### src/rtl/uart_imem_loader.sv
`default_nettype none
// ============================================================================
// Module   : uart_imem_loader
// Purpose  : UART receiver (8N1, or 8E1 when LOADER_PARITY_EN is defined) that
//            packs four bytes big-endian into sequential 32-bit IMEM writes.
// Revision : 1.0 - initial release
// ============================================================================
module uart_imem_loader #(
    parameter int CLKS_PER_BIT = 434,
    parameter int ADDR_W       = 6,
    parameter int DEPTH        = 64
) (
    input  logic              clk,
    input  logic              reset,
    input  logic              clear,
    input  logic              rx,
    output logic              wr_en,
    output logic [ADDR_W-1:0] wr_addr,
    output logic [31:0]       wr_data,
    output logic              byte_valid,
    output logic [7:0]        byte_data,
    output logic              busy,
    output logic              done,
    output logic              frame_err
);

    localparam int                 c_CNT_W = $clog2(CLKS_PER_BIT);
    localparam logic [c_CNT_W-1:0] c_FULL  = c_CNT_W'(CLKS_PER_BIT - 1);
    localparam logic [c_CNT_W-1:0] c_HALF  = c_CNT_W'(CLKS_PER_BIT / 2 - 1);
    localparam logic [c_CNT_W-1:0] c_ONE   = c_CNT_W'(1);
    localparam logic [ADDR_W-1:0]  c_LAST  = ADDR_W'(DEPTH - 1);

    localparam logic [2:0] c_IDLE   = 3'd0;
    localparam logic [2:0] c_START  = 3'd1;
    localparam logic [2:0] c_DATA   = 3'd2;
    localparam logic [2:0] c_STOP   = 3'd3;
`ifdef LOADER_PARITY_EN
    localparam logic [2:0] c_PARITY = 3'd4;
`endif

    logic               r_rx_meta;
    logic               r_rx_sync;
    logic [2:0]         r_state;
    logic [2:0]         w_state_next;
    logic [c_CNT_W-1:0] r_baud;
    logic [2:0]         r_bit_idx;
    logic [7:0]         r_shift;
    logic               w_sample;
    logic               w_accept;
    logic               w_frame_bad;
`ifdef LOADER_PARITY_EN
    logic               r_par_err;
`endif

    logic               r_wr_en;
    logic [ADDR_W-1:0]  r_addr;
    logic [31:0]        r_word;
    logic [1:0]         r_byte_cnt;
    logic               r_byte_valid;
    logic [7:0]         r_byte_data;
    logic               r_done;
    logic               r_frame_err;

    // Synchronizer resets to idle-high so reset release never looks like a start bit
    always_ff @(posedge clk or posedge reset) begin
        if (reset) begin
            r_rx_meta <= 1'b1;
            r_rx_sync <= 1'b1;
        end else begin
            r_rx_meta <= rx;
            r_rx_sync <= r_rx_meta;
        end
    end

    always_ff @(posedge clk or posedge reset) begin
        if (reset) begin
            r_state <= c_IDLE;
        end else begin
            r_state <= w_state_next;
        end
    end

    assign w_sample = (r_baud == '0);

    always_comb begin
        w_state_next = r_state;
        w_accept     = 1'b0;
        w_frame_bad  = 1'b0;
        case (r_state)
            c_IDLE: begin
                if (!r_rx_sync) w_state_next = c_START;
            end
            c_START: begin
                if (w_sample) w_state_next = r_rx_sync ? c_IDLE : c_DATA;
            end
            c_DATA: begin
                if (w_sample && (r_bit_idx == 3'd7)) begin
`ifdef LOADER_PARITY_EN
                    w_state_next = c_PARITY;
`else
                    w_state_next = c_STOP;
`endif
                end
            end
`ifdef LOADER_PARITY_EN
            c_PARITY: begin
                if (w_sample) begin
                    w_state_next = c_STOP;
                    w_frame_bad  = (r_rx_sync != ^r_shift);
                end
            end
`endif
            c_STOP: begin
                if (w_sample) begin
                    w_state_next = c_IDLE;
                    if (!r_rx_sync) begin
                        w_frame_bad = 1'b1;
`ifdef LOADER_PARITY_EN
                    end else if (!r_par_err) begin
`else
                    end else begin
`endif
                        w_accept = 1'b1;
                    end
                end
            end
            default: w_state_next = c_IDLE;
        endcase
    end

    // Baud counter reloads on each state entry and after every mid-bit sample
    always_ff @(posedge clk or posedge reset) begin
        if (reset) begin
            r_baud    <= '0;
            r_bit_idx <= '0;
            r_shift   <= '0;
        end else begin
            if (w_state_next != r_state) begin
                r_baud <= (w_state_next == c_START) ? c_HALF : c_FULL;
            end else if (r_state != c_IDLE) begin
                r_baud <= w_sample ? c_FULL : (r_baud - c_ONE);
            end
            if (r_state == c_START) begin
                r_bit_idx <= '0;
            end
            if ((r_state == c_DATA) && w_sample) begin
                r_shift   <= {r_rx_sync, r_shift[7:1]};
                r_bit_idx <= r_bit_idx + 3'd1;
            end
        end
    end

`ifdef LOADER_PARITY_EN
    always_ff @(posedge clk or posedge reset) begin
        if (reset) begin
            r_par_err <= 1'b0;
        end else if ((r_state == c_PARITY) && w_sample) begin
            r_par_err <= w_frame_bad;
        end else if (r_state == c_IDLE) begin
            r_par_err <= 1'b0;
        end
    end
`endif

    // Word packer; clear takes priority over a completing 4th byte
    always_ff @(posedge clk or posedge reset) begin
        if (reset) begin
            r_wr_en      <= 1'b0;
            r_addr       <= '0;
            r_word       <= '0;
            r_byte_cnt   <= '0;
            r_byte_valid <= 1'b0;
            r_byte_data  <= '0;
            r_done       <= 1'b0;
            r_frame_err  <= 1'b0;
        end else begin
            r_byte_valid <= w_accept;
            r_wr_en      <= 1'b0;
            if (w_accept) begin
                r_byte_data <= r_shift;
            end
            if (clear) begin
                r_addr      <= '0;
                r_word      <= '0;
                r_byte_cnt  <= '0;
                r_done      <= 1'b0;
                r_frame_err <= 1'b0;
            end else begin
                if (w_frame_bad) begin
                    r_frame_err <= 1'b1;
                end
                if (r_wr_en) begin
                    if (r_addr == c_LAST) begin
                        r_done <= 1'b1;
                    end else begin
                        r_addr <= r_addr + ADDR_W'(1);
                    end
                end
                if (w_accept) begin
                    r_word <= {r_word[23:0], r_shift};
                    if (r_byte_cnt == 2'd3) begin
                        r_byte_cnt <= '0;
                        r_wr_en    <= !r_done;
                    end else begin
                        r_byte_cnt <= r_byte_cnt + 2'd1;
                    end
                end
            end
        end
    end

    assign wr_en      = r_wr_en;
    assign wr_addr    = r_addr;
    assign wr_data    = r_word;
    assign byte_valid = r_byte_valid;
    assign byte_data  = r_byte_data;
    assign busy       = (r_state != c_IDLE);
    assign done       = r_done;
    assign frame_err  = r_frame_err;

endmodule
`default_nettype wire

### config.mk
export PLATFORM = sky130hd
export DESIGN_NAME = uart_imem_loader
export DESIGN_NICKNAME = d
export VERILOG_FILES = /design/src/rtl/uart_imem_loader.sv
export SDC_FILE = /design/constraint.sdc
export NUM_CORES = 1
export LEC_CHECK = 0
export CORE_MARGIN = 5
export CORE_UTILIZATION = 53
export DETAILED_ROUTE_END_ITERATION = 8
export GPL_ROUTABILITY_DRIVEN = 0
export PLACE_DENSITY = 0.79
export SLEW_MARGIN = 10
export SYNTH_ARGS = -nofsm -noshare
export SYNTH_HDL_FRONTEND = slang
export SYNTH_SLANG_ARGS = --single-unit
### constraint.sdc
create_clock -name clk -period 3.4 [get_ports clk]
set_input_delay 0.85 -clock clk [delete_from_list [all_inputs] [get_ports clk]]
set_output_delay 0.85 -clock clk [all_outputs]
set_load 0.02 [all_outputs]
==> impl_metrics.py, run 1 <==
metrics = {
    "run_status": {
        "status": "completed",
    },
    "layout": {
        "drive_above_1_share_pct": 16.2,
        "finalNetCount": 394,
        "area_growth_pct": 23.9,
        "fill_cells": 499,
        "multi_input_area_sq_um": 1410,
        "ff_latch_area_sq_um": 1930,
        "final_cell_mix": "nand2_1 (82), dfrtp_1 (75), clkdlybuf4s50_1 (53), a21oi_2 (25), nor2_1 (20)",
        "final_common_cell": "nand2_1",
        "design_area_sq_um": 4270,
        "final_cells": 466,
        "n_antenna_cell": 0,
    },
    "clocking": {
        "postCtsHoldBufs": 0,
        "cts_resized": 0,
        "clk_pin_slew_ns": 0.07,
        "clockBufferDepth": 2,
        "numCtsBuffers": 9,
        "cts_tree": "yes",
        "cts.htree.levels": 3,
        "clkLatencyLatePin_ns": 0.35,
        "cts_setup_buffers": 0,
        "cts_root_buf": "clkbuf_8",
        "clock_sinks": 77,
    },
    "drt": {
        "drc_errors": 0,
        "totalWireLength_microns": 7170,
        "post_drt_wl_per_cell_microns": 15.4,
        "drtIter0Drc": 128,
        "via_per_inst": 5.43,
        "vias": 2532,
        "ant_nets": 0,
        "first_pass_iters": 5,
    },
    "timing": {
        "finalSetupViolCount": 0,
        "worstMarginPinSlew_ns": 0.616,
        "max_freq_ghz": 0.338,
        "finClkSkew_ns": 0.00584,
        "rsz0062_at_grt": "no",
        "min_period_ns": 2.96,
        "finalMaxSlewViolations": 0,
        "slew_headroom_pct": 58.5,
        "finalHoldViolCount": 0,
        "fin_crit_sh_pct": 86.9,
        "tns_ns": 0,
    },
    "placement": {
        "post-place-cells": 450,
        "place_hpwl_microns": 4860,
        "place_area_sq_um": 4030,
        "io_buffers": 54,
    },
    "yosys": {
        "synth.area.top_cells": "dfrtp_1 (54%), nand2_1 (8.9%), a21oi_2 (6.3%)",
        "yosysTopAreaCellShare_pct": 54.4,
        "syn_area_sq_um": 3450,
        "synth_async_sr_flop_share_pct": 100,
        "yosysTopAreaCell": "dfrtp_1",
        "synth_edf_count": 0,
        "yosysSeqAreaShare_pct": 56.0,
        "synth_warnings": 0,
        "syn_avg_cell_area_sq_um": 10.4,
        "synth_cell_type_count": 48,
        "syn_nets": 342,
        "ys_ff_latch": 77,
        "synth_cells": 332,
        "synthFlopType": "dfrtp_1",
    },
    "grt": {
        "grt_overflow": 0,
        "grt_pass1_wl_microns": 12200,
        "antenna_found_initial": 0,
        "grt_max_degree": 78,
        "grt_use_total_pct": 18.2,
        "grt_pass1_vias": 2476,
    },
    "power_and_ir_drop": {
        "cellLeakagePower_nw": 1.81,
        "peakVddDrop_v": 0.000300,
        "p_per_area_nw_per_um2": 436,
    },
    "floorplan": {
        "die_h_microns": 90.7,
        "rows": 29,
        "die_area_sq_um": 8220,
        "io_pins": 55,
        "die_w_microns": 90.7,
        "initial_core_util_pct": 54.3,
        "core_area_sq_um": 6350,
    },
    "hold_path": {
        "hold_depth": 0,
        "worstHoldPathType": "flip-flop to flip-flop",
    },
    "run": {
        "cap_violations": 0,
    },
    "critical_path": {
        "crit_arrival_ns": 2.11,
        "crit_type": "flip-flop to output pin",
        "worstPathMaxFanout": 12,
        "required_ns": 2.55,
        "r2r_cells": 5,
        "cp-start-kind": "flip-flop",
        "worstSetupEndpointType": "output pin",
    },
}
==> registers in the layout, indices dropped and copies added (netlist names) <==
register	count
wr_addr	6
byte_data	8
r_state	3
frame_err	1
r_shift	8
r_rx_sync	1
r_bit_idx	3
r_baud	9
r_byte_cnt	2
r_rx_meta	1
byte_valid	1
done	1
wr_en	1
wr_data	32
==> final cells by class <==
type / count / share of cell area, %
well taps: 77 / 2.25
flip-flops and latches: 77 / 45.1
inverters: 6 / 0.527
multi-input cells: 232 / 32.9
clock buffers: 12 / 3.40
clock inverters: 4 / 2.22
repair buffers: 58 / 13.5
==> metal layers <==
| metal | global-route usage, % | vias to the layer above | wire [microns] | share of wire [%] |
|---|---|---|---|---|
| li1 | - | 1229 | - | - |
| met1 | 23.6 | 1234 | 3160 | 44 |
| met2 | 29.0 | 56 | 3530 | 49 |
| met3 | 5.33 | 13 | 351 | 4.9 |
| met4 | 6.70 | 0 | 125 | 1.7 |
| met5 | 0 | - | 0 | 0 |
==> cell usage after synthesis, types with 3 or more instances <==
cell type  number
dfrtp_1        75
nor3_1          6
a21oi_2        25
a21oi_1        18
a211oi_1        4
xnor2_1         5
nand3_1         9
o21ai_1         5
mux2_1          8
nand4_1         4
ha_1            6
nand2_1        82
and2_1          3
nand2_2         7
buf_6           3
inv_1           5
clkbuf_1       11
nor2_1         20
xor2_1          3
==> report_power, final <==
part           total (W)  internal [W]  switching, W
clock network   0.000826      0.000507      0.000319
logic          0.0000852     0.0000286     0.0000565
registers       0.000950      0.000927     0.0000229
==> logic make-up (layout without fill, tap and decap cells) <==
family	Yosys count	after routing	share of synthesized area (%)
AO/OA/AOI/OAI	59	59	12.3
XOR/XNOR	8	8	2.03
adder cells (fa/ha/maj)	6	6	2.18
buffers and inverters	23	80	3.23
flip-flops	77	77	56.0
multiplexers	9	9	2.90
other	1	1	0.109
AND/OR/NAND/NOR	149	149	21.3
==> path summary, 6_finish.rpt <==
kind                                             from                      to  slack, ns
worst min-delay path              r_rx_meta$_DFF_PP1_     r_rx_sync$_DFF_PP1_       0.36
worst min register to register    r_rx_meta$_DFF_PP1_     r_rx_sync$_DFF_PP1_       0.36
max in group asynchronous                       reset     r_rx_meta$_DFF_PP1_       2.16
worst max-delay path             r_state[2]$_DFF_PP0_                    busy       0.44
min in group asynchronous                       reset  wr_addr[4]$_DFFE_PP0P_       0.89
worst max register to register  r_baud[0]$_DFFE_PP0P_  r_shift[4]$_DFFE_PP0P_       1.26
==> stage by stage <==
step | utilization, % | hold WS [ns] | setup slack, ns | total power (W)
after global routing | 67.3 | 0.363 | 0.230 | 0.00193
after detailed placement | 63.5 | 0.349 | 0.842 | 0.00105
final | 67.3 | 0.357 | 0.445 | 0.00186
after floorplan | - | 0.345 | 0.587 | 0.00103
after CTS | 67.3 | 0.359 | 0.453 | 0.00187
after global placement | 63.5 | 0.345 | 0.894 | 0.00105
==> worst max-delay path, stage by stage, from the launching register on <==
cell and delay (ns):
dfrtp_1 0.50, nor3_1 0.55, inv_2 0.14, clkdlybuf4s50_1 0.57
No activity file was read; power rests on OpenSTA's default activity.
==> run 2: changes to the inputs <==
RECOVER_POWER = 50   (was unset)
==> run 2 against run 1 <==
Compared with the run above: die area stayed put; total power is 0.38% lower; clock skew hardly changed; utilization is 0.53 points lower; largest power group unchanged; the flow now finishes with violations (capacitance limit, slew limit); count of clock-buffer cells in the layout stayed put.
==> impl_metrics.py, run 2 (same netlist as run 1, synthesis figures left out) <==
metrics = {
    "grt": {
        "grt_pass1_wl_microns": 12200,
        "grt_pass1_vias": 2476,
        "antenna_found_initial": 0,
        "grt_max_degree": 78,
        "grt_overflow": 0,
        "grt_use_total_pct": 18.2,
    },
    "clocking": {
        "clk_pin_slew_ns": 0.07,
        "clock_sinks": 77,
        "clkLatencyLatePin_ns": 0.35,
        "cts_resized": 0,
        "postCtsHoldBufs": 0,
        "cts_setup_buffers": 0,
        "cts_tree": "yes",
        "numCtsBuffers": 9,
        "cts_root_buf": "clkbuf_8",
        "clockBufferDepth": 2,
        "cts.htree.levels": 3,
    },
    "layout": {
        "largest_reg_flops": 32,
        "final_common_cell": "nand2_1",
        "drive_above_1_share_pct": 15.4,
        "finalNetCount": 394,
        "fill_cells": 504,
        "final_cell_mix": "nand2_1 (82), dfrtp_1 (75), clkdlybuf4s50_1 (51), a21oi_2 (25), nor2_1 (20)",
        "n_antenna_cell": 0,
        "design_area_sq_um": 4240,
        "area_growth_pct": 23.0,
    },
    "power_and_ir_drop": {
        "peakVddDrop_v": 0.000299,
        "pwr-share-seq_pct": 51.1,
        "pwr-share-comb_pct": 4.3,
        "p_per_area_nw_per_um2": 437,
        "switching_power_w": 0.000395,
        "sw_frac_of_total_pct": 21.3,
        "pwr-share-clk_pct": 44.5,
        "cellLeakagePower_nw": 1.79,
        "p_int_w": 0.00146,
    },
    "critical_path": {
        "crit_type": "flip-flop to output pin",
        "worstSetupEndpointType": "output pin",
        "crit_arrival_ns": 2.10,
        "regToRegSetupSlack_ns": 0.60,
        "cp-start-kind": "flip-flop",
        "worstPathMaxFanout": 12,
        "required_ns": 2.55,
    },
    "timing": {
        "tns_ns": 0,
        "finalMaxSlewViolations": 78,
        "finalSetupViolCount": 0,
        "finClkSkew_ns": 0.00595,
        "min_period_ns": 2.95,
        "whs_ns": 0.357,
        "fin_crit_sh_pct": 86.9,
        "rsz0062_at_grt": "no",
        "finalHoldViolCount": 0,
        "max_freq_ghz": 0.338,
        "slew_headroom_pct": -22.0,
        "worstMarginPinSlew_ns": 1.83,
    },
    "placement": {
        "io_buffers": 54,
        "place_hpwl_microns": 4860,
        "place_area_sq_um": 4030,
    },
    "floorplan": {
        "die_h_microns": 90.7,
        "rows": 29,
        "io_pins": 55,
        "die_w_microns": 90.7,
        "die_area_sq_um": 8220,
        "core_area_sq_um": 6350,
        "initial_core_util_pct": 54.3,
    },
    "drt": {
        "vias": 2534,
        "first_pass_iters": 4,
        "drtIter0Drc": 122,
        "post_drt_wl_per_cell_microns": 15.3,
        "via_per_inst": 5.44,
        "drc_errors": 0,
        "totalWireLength_microns": 7150,
        "ant_nets": 0,
    },
    "run_status": {
        "violations": "capacitance limit, slew limit",
        "status": "complete, but fails checks",
    },
    "run": {
        "cap_violations": 1,
    },
    "hold_path": {
        "worstHoldPathType": "flip-flop to flip-flop",
    },
}
## run 2: changes by cell type in the layout (fill, tap and decap cells not counted), sizes merged
cell	change
buf	-3
clkbuf	+3
clkdlybuf4s50	-2
dlygate4sd3	+2
clkinv	+1
inv	-1
## run 2: worst max-delay path: stages (launching register included)
cell,delay (ns)
dfrtp_1,0.50
nor3_1,0.55
inv_2,0.14
clkdlybuf4s50_1,0.57
## run 2: final timing paths
path	endpoint	start	cells past startpoint
worst min register to register	r_rx_sync$_DFF_PP1_	r_rx_meta$_DFF_PP1_	0
worst min-delay path	r_rx_sync$_DFF_PP1_	r_rx_meta$_DFF_PP1_	0
worst max register to register	wr_data[15]$_DFFE_PP0P_	r_baud[0]$_DFFE_PP0P_	7
max in group asynchronous	r_bit_idx[0]$_DFFE_PP0P_	reset	3
min in group asynchronous	wr_addr[4]$_DFFE_PP0P_	reset	3
worst max-delay path	busy	r_state[2]$_DFF_PP0_	3
## run 2: per-stage QoR
stage	total power (W)	std cells	util (%)	setup WS (ns)
floorplan	0.00103	332	-	0.587
global placement	0.00105	450	63.5	0.894
detailed placement	0.00105	450	63.5	0.842
CTS	0.00187	466	67.3	0.453
global route	0.00193	466	66.8	0.230
finish	0.00185	466	66.8	0.446
## run 2: cell type report
| type | instances | area, sq um | share of cell area (%) |
|---|---|---|---|
| Inverter | 6 | 22.5 | 0.531 |
| Clock inverter | 4 | 95.1 | 2.24 |
| Multi-Input combinational cell | 232 | 1390 | 32.8 |
| Clock buffer | 12 | 145 | 3.42 |
| Tap cell | 77 | 96.3 | 2.27 |
| Sequential cell | 77 | 1930 | 45.5 |
| Timing Repair Buffer | 58 | 559 | 13.2 |
## run 2: power by group through the flow
stage	clock network (W)	logic, W	registers (W)
floorplan	0	0.0000682	0.000958
global placement	0	0.0000841	0.000966
detailed placement	0	0.0000861	0.000967
CTS	0.000837	0.0000866	0.000949
global route	0.000886	0.0000914	0.000950
finish	0.000825	0.0000805	0.000949
## run 2: metal layers
| metal | GRT usage [%] | wire (microns) | vias up |
|---|---|---|---|
| li1 | - | - | 1231 |
| met1 | 23.6 | 3150 | 1237 |
| met2 | 29.0 | 3530 | 53 |
| met3 | 5.33 | 335 | 13 |
| met4 | 6.70 | 125 | 0 |
| met5 | 0 | 0 | - |
